**config.mk**
```make
export PLATFORM = sky130hd
export DESIGN_NAME = sha256_two_block_flat
export DESIGN_NICKNAME = d
export VERILOG_FILES = /design/src/rtl/sha256_pkg.sv /design/src/rtl/sha256_two_block_if.sv /design/src/rtl/sha256_round.sv /design/src/rtl/sha256_two_block.sv /design/src/flat_wrapper.sv
export SDC_FILE = /design/constraint.sdc
export NUM_CORES = 2
export LEC_CHECK = 0
export BUFFER_PORTS_ARGS = -buffer_cell sky130_fd_sc_hd__buf_2
export CORE_MARGIN = 2
export CORE_UTILIZATION = 38
export DETAILED_ROUTE_END_ITERATION = 7
export SLEW_MARGIN = 20
export SYNTH_ARGS = -nofsm -noshare
export SYNTH_HDL_FRONTEND = slang
export SYNTH_SLANG_ARGS = --single-unit
```
**constraint.sdc**
```tcl
create_clock -name clk_i -period 17.6 [get_ports clk_i]
set_input_delay 1.76 -clock clk_i [delete_from_list [all_inputs] [get_ports clk_i]]
set_output_delay 1.76 -clock clk_i [all_outputs]
set_load 0.01 [all_outputs]
```
**src/rtl/sha256_pkg.sv**
```systemverilog
// Shared SHA-256 types, constants and bit-mixing functions for the two-block engine.
package sha256_pkg;

  typedef logic [31:0]        word_t;
  typedef logic [0:7][31:0]   hvec_t;   // index 0 = a / H0, sits in the MSBs
  typedef logic [0:15][31:0]  sched_t;  // index 0 = W_t of the current round

  typedef enum logic [2:0] {
    ST_IDLE,
    ST_RUN0,
    ST_ADD0,
    ST_RUN1,
    ST_ADD1,
    ST_DONE
  } state_e;

  localparam hvec_t IV = {
    32'h6a09e667, 32'hbb67ae85, 32'h3c6ef372, 32'ha54ff53a,
    32'h510e527f, 32'h9b05688c, 32'h1f83d9ab, 32'h5be0cd19
  };

  localparam logic [0:63][31:0] K = {
    32'h428a2f98, 32'h71374491, 32'hb5c0fbcf, 32'he9b5dba5,
    32'h3956c25b, 32'h59f111f1, 32'h923f82a4, 32'hab1c5ed5,
    32'hd807aa98, 32'h12835b01, 32'h243185be, 32'h550c7dc3,
    32'h72be5d74, 32'h80deb1fe, 32'h9bdc06a7, 32'hc19bf174,
    32'he49b69c1, 32'hefbe4786, 32'h0fc19dc6, 32'h240ca1cc,
    32'h2de92c6f, 32'h4a7484aa, 32'h5cb0a9dc, 32'h76f988da,
    32'h983e5152, 32'ha831c66d, 32'hb00327c8, 32'hbf597fc7,
    32'hc6e00bf3, 32'hd5a79147, 32'h06ca6351, 32'h14292967,
    32'h27b70a85, 32'h2e1b2138, 32'h4d2c6dfc, 32'h53380d13,
    32'h650a7354, 32'h766a0abb, 32'h81c2c92e, 32'h92722c85,
    32'ha2bfe8a1, 32'ha81a664b, 32'hc24b8b70, 32'hc76c51a3,
    32'hd192e819, 32'hd6990624, 32'hf40e3585, 32'h106aa070,
    32'h19a4c116, 32'h1e376c08, 32'h2748774c, 32'h34b0bcb5,
    32'h391c0cb3, 32'h4ed8aa4a, 32'h5b9cca4f, 32'h682e6ff3,
    32'h748f82ee, 32'h78a5636f, 32'h84c87814, 32'h8cc70208,
    32'h90befffa, 32'ha4506ceb, 32'hbef9a3f7, 32'hc67178f2
  };

  function automatic word_t rotr(input word_t x, input int unsigned n);
    return (x >> n) | (x << (32 - n));
  endfunction

  function automatic word_t ch(input word_t x, input word_t y, input word_t z);
    return (x & y) ^ (~x & z);
  endfunction

  function automatic word_t maj(input word_t x, input word_t y, input word_t z);
    return (x & y) ^ (x & z) ^ (y & z);
  endfunction

  function automatic word_t big_sigma0(input word_t x);
    return rotr(x, 2) ^ rotr(x, 13) ^ rotr(x, 22);
  endfunction

  function automatic word_t big_sigma1(input word_t x);
    return rotr(x, 6) ^ rotr(x, 11) ^ rotr(x, 25);
  endfunction

  function automatic word_t small_sigma0(input word_t x);
    return rotr(x, 7) ^ rotr(x, 18) ^ (x >> 3);
  endfunction

  function automatic word_t small_sigma1(input word_t x);
    return rotr(x, 17) ^ rotr(x, 19) ^ (x >> 10);
  endfunction

endpackage

```
**src/rtl/sha256_two_block_if.sv**
```systemverilog
// Valid/ready request (1024-bit padded message) and response (256-bit digest) bundle.
interface sha256_two_block_if;
  logic          in_valid;
  logic [1023:0] in;
  logic          in_ready;
  logic          out_valid;
  logic [255:0]  out;
  logic          out_ready;

  modport master (
    output in_valid, in, out_ready,
    input  in_ready, out_valid, out
  );

  modport slave (
    input  in_valid, in, out_ready,
    output in_ready, out_valid, out
  );
endinterface

```
**src/rtl/sha256_round.sv**
```systemverilog
// One combinational SHA-256 compression round: (a..h, K_t, W_t) -> next a..h.
module sha256_round
  import sha256_pkg::*;
(
  input  hvec_t st_i,
  input  word_t k_i,
  input  word_t w_i,
  output hvec_t st_o
);
  word_t t1;
  word_t t2;

  always_comb begin
    t1   = st_i[7] + big_sigma1(st_i[4]) + ch(st_i[4], st_i[5], st_i[6]) + k_i + w_i;
    t2   = big_sigma0(st_i[0]) + maj(st_i[0], st_i[1], st_i[2]);
    st_o = {word_t'(t1 + t2), st_i[0], st_i[1], st_i[2],
            word_t'(st_i[3] + t1), st_i[4], st_i[5], st_i[6]};
  end
endmodule

```
**src/rtl/sha256_two_block.sv**
```systemverilog
// Iterative two-block SHA-256 engine, one round per clock, 130-cycle accept-to-valid latency.
// Optional SHA256_TRACE_EN adds simulation-only display of accepted input and produced digest.
module sha256_two_block
  import sha256_pkg::*;
(
  input  logic              clk_i,
  input  logic              rst_i,
  sha256_two_block_if.slave bus
);
  state_e       state_q, state_d;
  hvec_t        h_q, h_d;
  hvec_t        wv_q, wv_d;
  hvec_t        out_q, out_d;
  sched_t       w_q, w_d;
  logic [511:0] blk1_q, blk1_d;
  logic [5:0]   t_q, t_d;

  hvec_t        round_st;
  hvec_t        h_sum;
  word_t        w_next;

  sha256_round u_round (
    .st_i (wv_q),
    .k_i  (K[t_q]),
    .w_i  (w_q[0]),
    .st_o (round_st)
  );

  // Next schedule word W_{t+16} and the end-of-block chaining sum.
  always_comb begin
    w_next = small_sigma1(w_q[14]) + w_q[9] + small_sigma0(w_q[1]) + w_q[0];
    h_sum  = '0;
    for (int i = 0; i < 8; i++) begin
      h_sum[i] = h_q[i] + wv_q[i];
    end
  end

  always_comb begin
    state_d = state_q;
    h_d     = h_q;
    wv_d    = wv_q;
    out_d   = out_q;
    w_d     = w_q;
    blk1_d  = blk1_q;
    t_d     = t_q;

    case (state_q)
      ST_IDLE: begin
        if (bus.in_valid) begin
          w_d     = bus.in[1023:512];
          blk1_d  = bus.in[511:0];
          h_d     = IV;
          wv_d    = IV;
          t_d     = 6'd0;
          state_d = ST_RUN0;
        end
      end
      ST_RUN0, ST_RUN1: begin
        wv_d = round_st;
        w_d  = {w_q[1:15], w_next};
        t_d  = t_q + 6'd1;
        if (t_q == 6'd63) begin
          state_d = (state_q == ST_RUN0) ? ST_ADD0 : ST_ADD1;
        end
      end
      ST_ADD0: begin
        h_d     = h_sum;
        wv_d    = h_sum;
        w_d     = blk1_q;
        t_d     = 6'd0;
        state_d = ST_RUN1;
      end
      ST_ADD1: begin
        h_d     = h_sum;
        out_d   = h_sum;
        state_d = ST_DONE;
      end
      ST_DONE: begin
        if (bus.out_ready) begin
          state_d = ST_IDLE;
        end
      end
      default: state_d = ST_IDLE;
    endcase
  end

  always_ff @(posedge clk_i or negedge rst_i) begin
    if (!rst_i) begin
      state_q <= ST_IDLE;
      h_q     <= '0;
      wv_q    <= '0;
      out_q   <= '0;
      w_q     <= '0;
      blk1_q  <= '0;
      t_q     <= '0;
    end else begin
      state_q <= state_d;
      h_q     <= h_d;
      wv_q    <= wv_d;
      out_q   <= out_d;
      w_q     <= w_d;
      blk1_q  <= blk1_d;
      t_q     <= t_d;
    end
  end

  assign bus.in_ready  = (state_q == ST_IDLE);
  assign bus.out_valid = (state_q == ST_DONE);
  assign bus.out       = out_q;

`ifdef SHA256_TRACE_EN
  always @(posedge clk_i) begin
    if (rst_i) begin
      if (state_q == ST_IDLE && bus.in_valid) begin
        $display("sha256_two_block: accept in=%h", bus.in);
      end
      if (state_q == ST_ADD1) begin
        $display("sha256_two_block: digest=%h", h_sum);
      end
    end
  end
`else
`endif

endmodule

```
**src/flat_wrapper.sv**
```systemverilog
// flat-port wrapper written by rule: the top's interface ports become plain ports
module sha256_two_block_flat import sha256_pkg::*;
  (clk_i, rst_i, bus_in_valid, bus_in, bus_out_ready, bus_in_ready, bus_out_valid, bus_out);
  sha256_two_block_if bus_i ();
  input  logic clk_i;
  input  logic rst_i;
  input wire logic [$bits(bus_i.in_valid)-1:0] bus_in_valid;
  input wire logic [$bits(bus_i.in)-1:0] bus_in;
  input wire logic [$bits(bus_i.out_ready)-1:0] bus_out_ready;
  output wire logic [$bits(bus_i.in_ready)-1:0] bus_in_ready;
  output wire logic [$bits(bus_i.out_valid)-1:0] bus_out_valid;
  output wire logic [$bits(bus_i.out)-1:0] bus_out;
  assign bus_i.in_valid = bus_in_valid;
  assign bus_i.in = bus_in;
  assign bus_i.out_ready = bus_out_ready;
  assign bus_in_ready = bus_i.in_ready;
  assign bus_out_valid = bus_i.out_valid;
  assign bus_out = bus_i.out;
  sha256_two_block u_core (.clk_i(clk_i), .rst_i(rst_i), .bus(bus_i));
endmodule
```
# == Word level (Yosys, flattened, before mapping) ==
# Memories as Yosys holds them, arrays and structs flattened.
# Index checks and enable logic that the tools add are counted.
# totals
in_bits,1028
romBits,2048
reg_bits,1801
n_memories,1
# classes
add_sub_neg,19
n_lt_le_gt_ge,1
n_eq_ne,9
n_bitwise,28
reduce_logical,9
n_mux,14
# memory_table
memory,depth,word_bits,read_ports,rd_clocked_by_memory_dff,write_ports,line,text
(no name shown),64,32,1,0,0,sha256_two_block.sv:24,".k_i (K[t_q]),"
# ops
operator,n
$pmux W512 S3,1
$pmux W256 S3,1
$add A32 B32 Y32,18
$mux W512,1
$pmux W256 S2,1
$xor A32 B32 Y32,9
$mux W256,1
$and A32 B32 Y32,5
$mux W32,2
$not A32 Y32,1
$or A10 B32 Y32,1
$or A13 B32 Y32,1
$or A14 B32 Y32,1
$or A15 B32 Y32,1
$or A19 B32 Y32,1
$or A21 B32 Y32,1
$or A25 B32 Y32,1
$or A26 B32 Y32,1
$or A30 B32 Y32,1
$or A7 B32 Y32,1
$xor A32 B22 Y32,1
$xor A32 B29 Y32,1
$pmux W6 S3,1
$pmux W3 S5,1
other kinds (17),26

# == Longest topological paths before layout ==
# logic_depth
depth_word,9
ltp_mapped,42
ltp_nobuf,42

# == Modules after synthesis ==
# A second synthesis with hierarchy kept.
# unflattened
cells_unflattened,10647
hier_area_um2,104077.3
# by_module_without_submodules
module,cells_each,area_per_inst_um2,n_inst,seq_area_each_um2
sha256_two_block,9413,93429.6,1,45068.2
sha256_round,1234,10647.7,1,0.0

# == Least setup slack after synthesis ==
# Ideal clock, no wire load.
# synth_timing
kind,reg-to-reg
start,reg u_core.t_q[2]
end,reg u_core.wv_q[252] (netlist bit)
arrival_ns,8.350
stages_incl_launch_ff,39
period_less_slack_ns,8.476
required_ns,17.474
path_slack_ns,9.124
setup_time_ns,0.126
cell_sequence,dfrtp_1 -> inv_1 -> clkbuf_1 -> clkbuf_1 -> ha_1 -> nor2b_1 -> nor4_1 -> o31a_1 -> fa_1 -> inv_1 -> fa_1 -> inv_1 -> fa_1 -> inv_1 -> ha_1 -> nor2b_1 -> o21ai_0 -> a21oi_1 -> [3 not listed] -> a21o_1 -> a211oi_1 -> o31ai_1 -> a21o_1 -> xnor2_1 -> fa_1 -> inv_1 -> ha_1 -> a21o_1 -> a21o_1 -> a21oi_1 -> nand3b_1 -> o21ai_0 -> o21ai_0 -> a31oi_1 -> xor2_1 -> nor2_1 -> a221o_1
# synth_via
elab_chain_cells,8
# synth_rtl
element,line,text
start: declaration,sha256_two_block.sv:16,"logic [5:0] t_q, t_d;"
start signal: assignment,sha256_two_block.sv:103,t_q <= t_d;
$not A6 Y7 (not written as such),sha256_two_block.sv:24,
$mem_v2 Z64 W32,-,
$mux W32 (not written as such) (2 in a row),sha256_two_block.sv:24,
$add A32 B32 Y32 (2 in a row),sha256_round.sv:14,"t1 = st_i[7] + big_sigma1(st_i[4]) + ch(st_i[4], st_i[5], st_i[6]) + k_i + w_i;"
$add A32 B32 Y32,sha256_round.sv:16,"st_o = {word_t'(t1 + t2), st_i[0], st_i[1], st_i[2],"
$pmux W256 S3,sha256_two_block.sv:47,case (state_q)
end signal: assignment,sha256_two_block.sv:99,wv_q <= wv_d;
end: declaration,sha256_two_block.sv:12,"hvec_t wv_q, wv_d;"
# No other way between the ends. The select of a mux whose other input is x is not followed.
# A chain may end at the register's enable or synchronous reset.

# == Worst setup path after layout ==
# layout_timing
start,reg u_core.t_q[1]
end,reg u_core.wv_q[252] (netlist bit)
# The elaborated chain is that of the path after synthesis.

==> flow_summary.rst <==
.. list-table::
   :header-rows: 1

   * - Metric
     - Value
   * - Number of storage elements in the synthesis netlist
     - 1,801
   * - Result of the run
     - finished, violations left
   * - Min-delay worst type
     - flip-flop to flip-flop
   * - Critical path data required time
     - 18.37 ns
   * - Time the final worst path needs with I/O delays and setup
     - 10.80 ns
   * - X dimension of the die
     - 521 microns
   * - Fin Clk Skew
     - 0.0909 ns
   * - Clk_lat worst skew
     - 0.92 ns
   * - Worst slew margin relative to its limit
     - 4.37%
   * - Max Transition Viols Final
     - 0
   * - Final wirelength
     - 492,000 microns
   * - Cell area after synthesis
     - 101,000 sq um
   * - Post-CTS Hold Buffers
     - 0
   * - CTS tree
     - yes
   * - Sequential fraction of the synthesis area
     - 44.4%
   * - Library cells used by synthesis
     - 91
   * - Unrepaired setup endpoints after global routing
     - false
   * - Die H
     - 521 microns
   * - Clock transition at the registers of the reported paths
     - 0.06 ns
   * - Ranking of synthesized cells by instance count
     - dfrtp_1, nand2_1, nor2_1
   * - Kind of end point of the critical path
     - flip-flop
   * - Arrival time of the worst setup path
     - 11.57 ns
   * - Starting density of the core
     - 38.3%
   * - Post-Syn Area per Cell
     - 9.88 sq um
   * - Area Overhead vs Synth
     - 16.3%
   * - Setup CP Type
     - flip-flop to flip-flop
   * - CP max-delay cell
     - ha_1
   * - Layout fillers
     - 25,700
   * - Number of buffers created by CTS
     - 214
   * - Critical-path maximum fanout
     - 23
   * - GRT Overall Usage
     - 35.2%
   * - Crit path largest cell delay
     - 0.89 ns
   * - Number of remaining DRC errors
     - 4
   * - Count of final hold-check violations
     - 0
   * - Root Driver
     - clkbuf_16
   * - Ys Warns
     - 0
   * - Max-cap violation count
     - 0
   * - Count of pins on the block boundary
     - 1,286
   * - Post-synth top area cell
     - dfrtp_1
   * - Floorplan die area
     - 271,000 sq um
   * - Instance count after placement with tap cells included
     - 14,400
   * - Vias
     - 91,600
   * - Mapped Nets
     - 11,900
   * - Violated checks
     - design-rule violations
   * - Post-CTS Setup Repair Bufs
     - 0
   * - Clock sink count
     - 1,801
   * - Antenna violations before repair
     - 260
   * - Mean number of vias per cell
     - 6.13
   * - Final-report setup violation count
     - 0
   * - Via count of the first global-routing pass
     - 89,100
   * - Most frequently used flop master after synthesis
     - dfrtp_1
   * - Post-synthesis instance total
     - 10,300
   * - Final weighted congestion in routability-driven placement
     - 1.01
   * - Cells taking the most area after synthesis
     - dfrtp_1, mux2_2, ha_1
   * - Async set or reset register ratio after synthesis
     - 100%
   * - Number of buffers on the longest clock path
     - 4
   * - Number of nets in the final layout
     - 12,700
   * - Std-Cell Core Area
     - 265,000 sq um
   * - Initial drt markers
     - 10,300
   * - Sum of buffers and inverters on the critical path
     - 6
   * - Number of enable flip-flop cells after synthesis
     - 0
   * - Drt first pass iters
     - 8
   * - Number of nets with antenna violations after detailed routing
     - 0
   * - CP startpoint kind
     - flip-flop
   * - Routed len/inst
     - 32.9 microns
   * - H-Tree Level Count
     - 4
   * - Highest Clock Rate
     - 92.6 MHz
   * - Non-filler instance count after layout
     - 14,900
   * - Number of gates given a new drive strength after cts
     - 0
   * - Global-route wire length before repair
     - 684,000 microns
   * - Crit share post-route
     - 61.4%
   * - WHS
     - 0.470 ns
   * - Worst Max-Slew Pin Slew
     - 1.43 ns
   * - Half-perimeter wire length after placement
     - 371,000 microns
   * - Final-layout setup total negative slack
     - 0 ns
   * - Area share of the largest cell type after synthesis
     - 44.4%
   * - Share of cells above drive strength 1
     - 21.4%
   * - Grt ovf
     - 0
   * - Count of standard-cell rows
     - 189
   * - IO Port Bufs
     - 1,285
   * - Dominant cell by count in the synthesized netlist
     - dfrtp_1
   * - Maximum number of pins on one net before global-route repair
     - 198
   * - Critical path's top delay family
     - compound AO/OA/AOI/OAI gates
path summary, 6_finish.rpt:
kind	startpoint	to	slack [ns]	cells past startpoint
max	u_core.t_q[1]	u_core.wv_q[252]	6.80	41
min	u_core.bus.out[146]	u_core.bus.out[146]	0.47	2
max reg2reg	u_core.t_q[1]	u_core.wv_q[252]	6.80	41
min reg2reg	u_core.bus.out[146]	u_core.bus.out[146]	0.47	2
max in group asynchronous	rst_i	u_core.w_q[256]	12.75	5
min in group asynchronous	rst_i	u_core.wv_q[79]	0.89	1
kinds of logic after synthesis:
logic type,synth area share (%)
AOI/OAI and AO/OA,20.6
xor gates and xnor gates,5.19
adders and majority gates,8.73
buffers and inverters,4.34
DFF,44.4
muxes,7.05
and+or+nand+nor,9.69
state kept, by name, summed over array words and instances, names as in the netlist:
name,count
u_core.w_q,512
u_core.blk1_q,512
u_core.t_q,6
u_core.bus.out,256
u_core.wv_q,256
u_core.h_q,256
u_core.state_q,3
area by class of cell:
type,count,area [sq um],area share [%]
Tap cell,3533,4420,3.74
Antenna cell,141,353,0.299
Clock buffer,315,6240,5.28
Timing Repair Buffer,1418,7620,6.46
Multi-Input combinational cell,7296,52100,44.2
Inverter,384,1450,1.23
Sequential cell,1801,45100,38.2
Clock inverter,58,748,0.634
worst reg2reg max path: cells and delay by family (launching register included):
kind | cells | cell delay (ns)
buffers and inverters | 6 | 1.20
XOR/XNOR | 2 | 0.50
adder cells (fa/ha/maj) | 8 | 3.53
AND/OR/NAND/NOR | 6 | 0.97
flip-flops | 1 | 0.32
AO/OA/AOI/OAI | 19 | 4.15
layout by cell type, fill, tap and decap left out, drive strengths merged, types with 42 or more instances in the layout:
cell / Yosys / layout
a211oi: 59 / 59
nand3: 62 / 62
a22o: 61 / 61
o22ai: 574 / 574
o41ai: 490 / 490
ha: 394 / 394
a21oi: 583 / 583
o21a: 67 / 67
xnor2: 379 / 379
o22a: 42 / 42
nor2b: 50 / 50
mux2: 585 / 585
nor3: 80 / 80
nand2b: 62 / 62
buf: 48 / 1418
nand2: 991 / 991
a22oi: 81 / 81
and3: 42 / 42
o21ai: 596 / 596
xor2: 223 / 223
diode: 0 / 141
inv: 383 / 387
a21o: 204 / 204
dfrtp: 1801 / 1801
clkbuf: 742 / 315
nor2: 916 / 916
fa: 195 / 195
routing by layer:
metal,GRT usage [%],share of wire [%],up-vias
met1,44.1,39,46400
met2,54.3,45,4858
met4,22.1,7.1,126
met5,0,0.16,-
li1,-,-,39000
met3,8.74,9.1,1249
per-stage QoR:
stage	worst slack (ns)	cell area, sq um	utilization [%]
floorplan	9.12	101000	-
global placement	6.92	111000	41.7
global route	6.13	118000	44.4
finish	6.80	118000	44.5
detailed placement	6.95	111000	41.7
CTS	6.91	118000	44.3
Power is not shown: default switching activity piles up to over one toggle a cycle in this logic, so the estimate is an artifact.
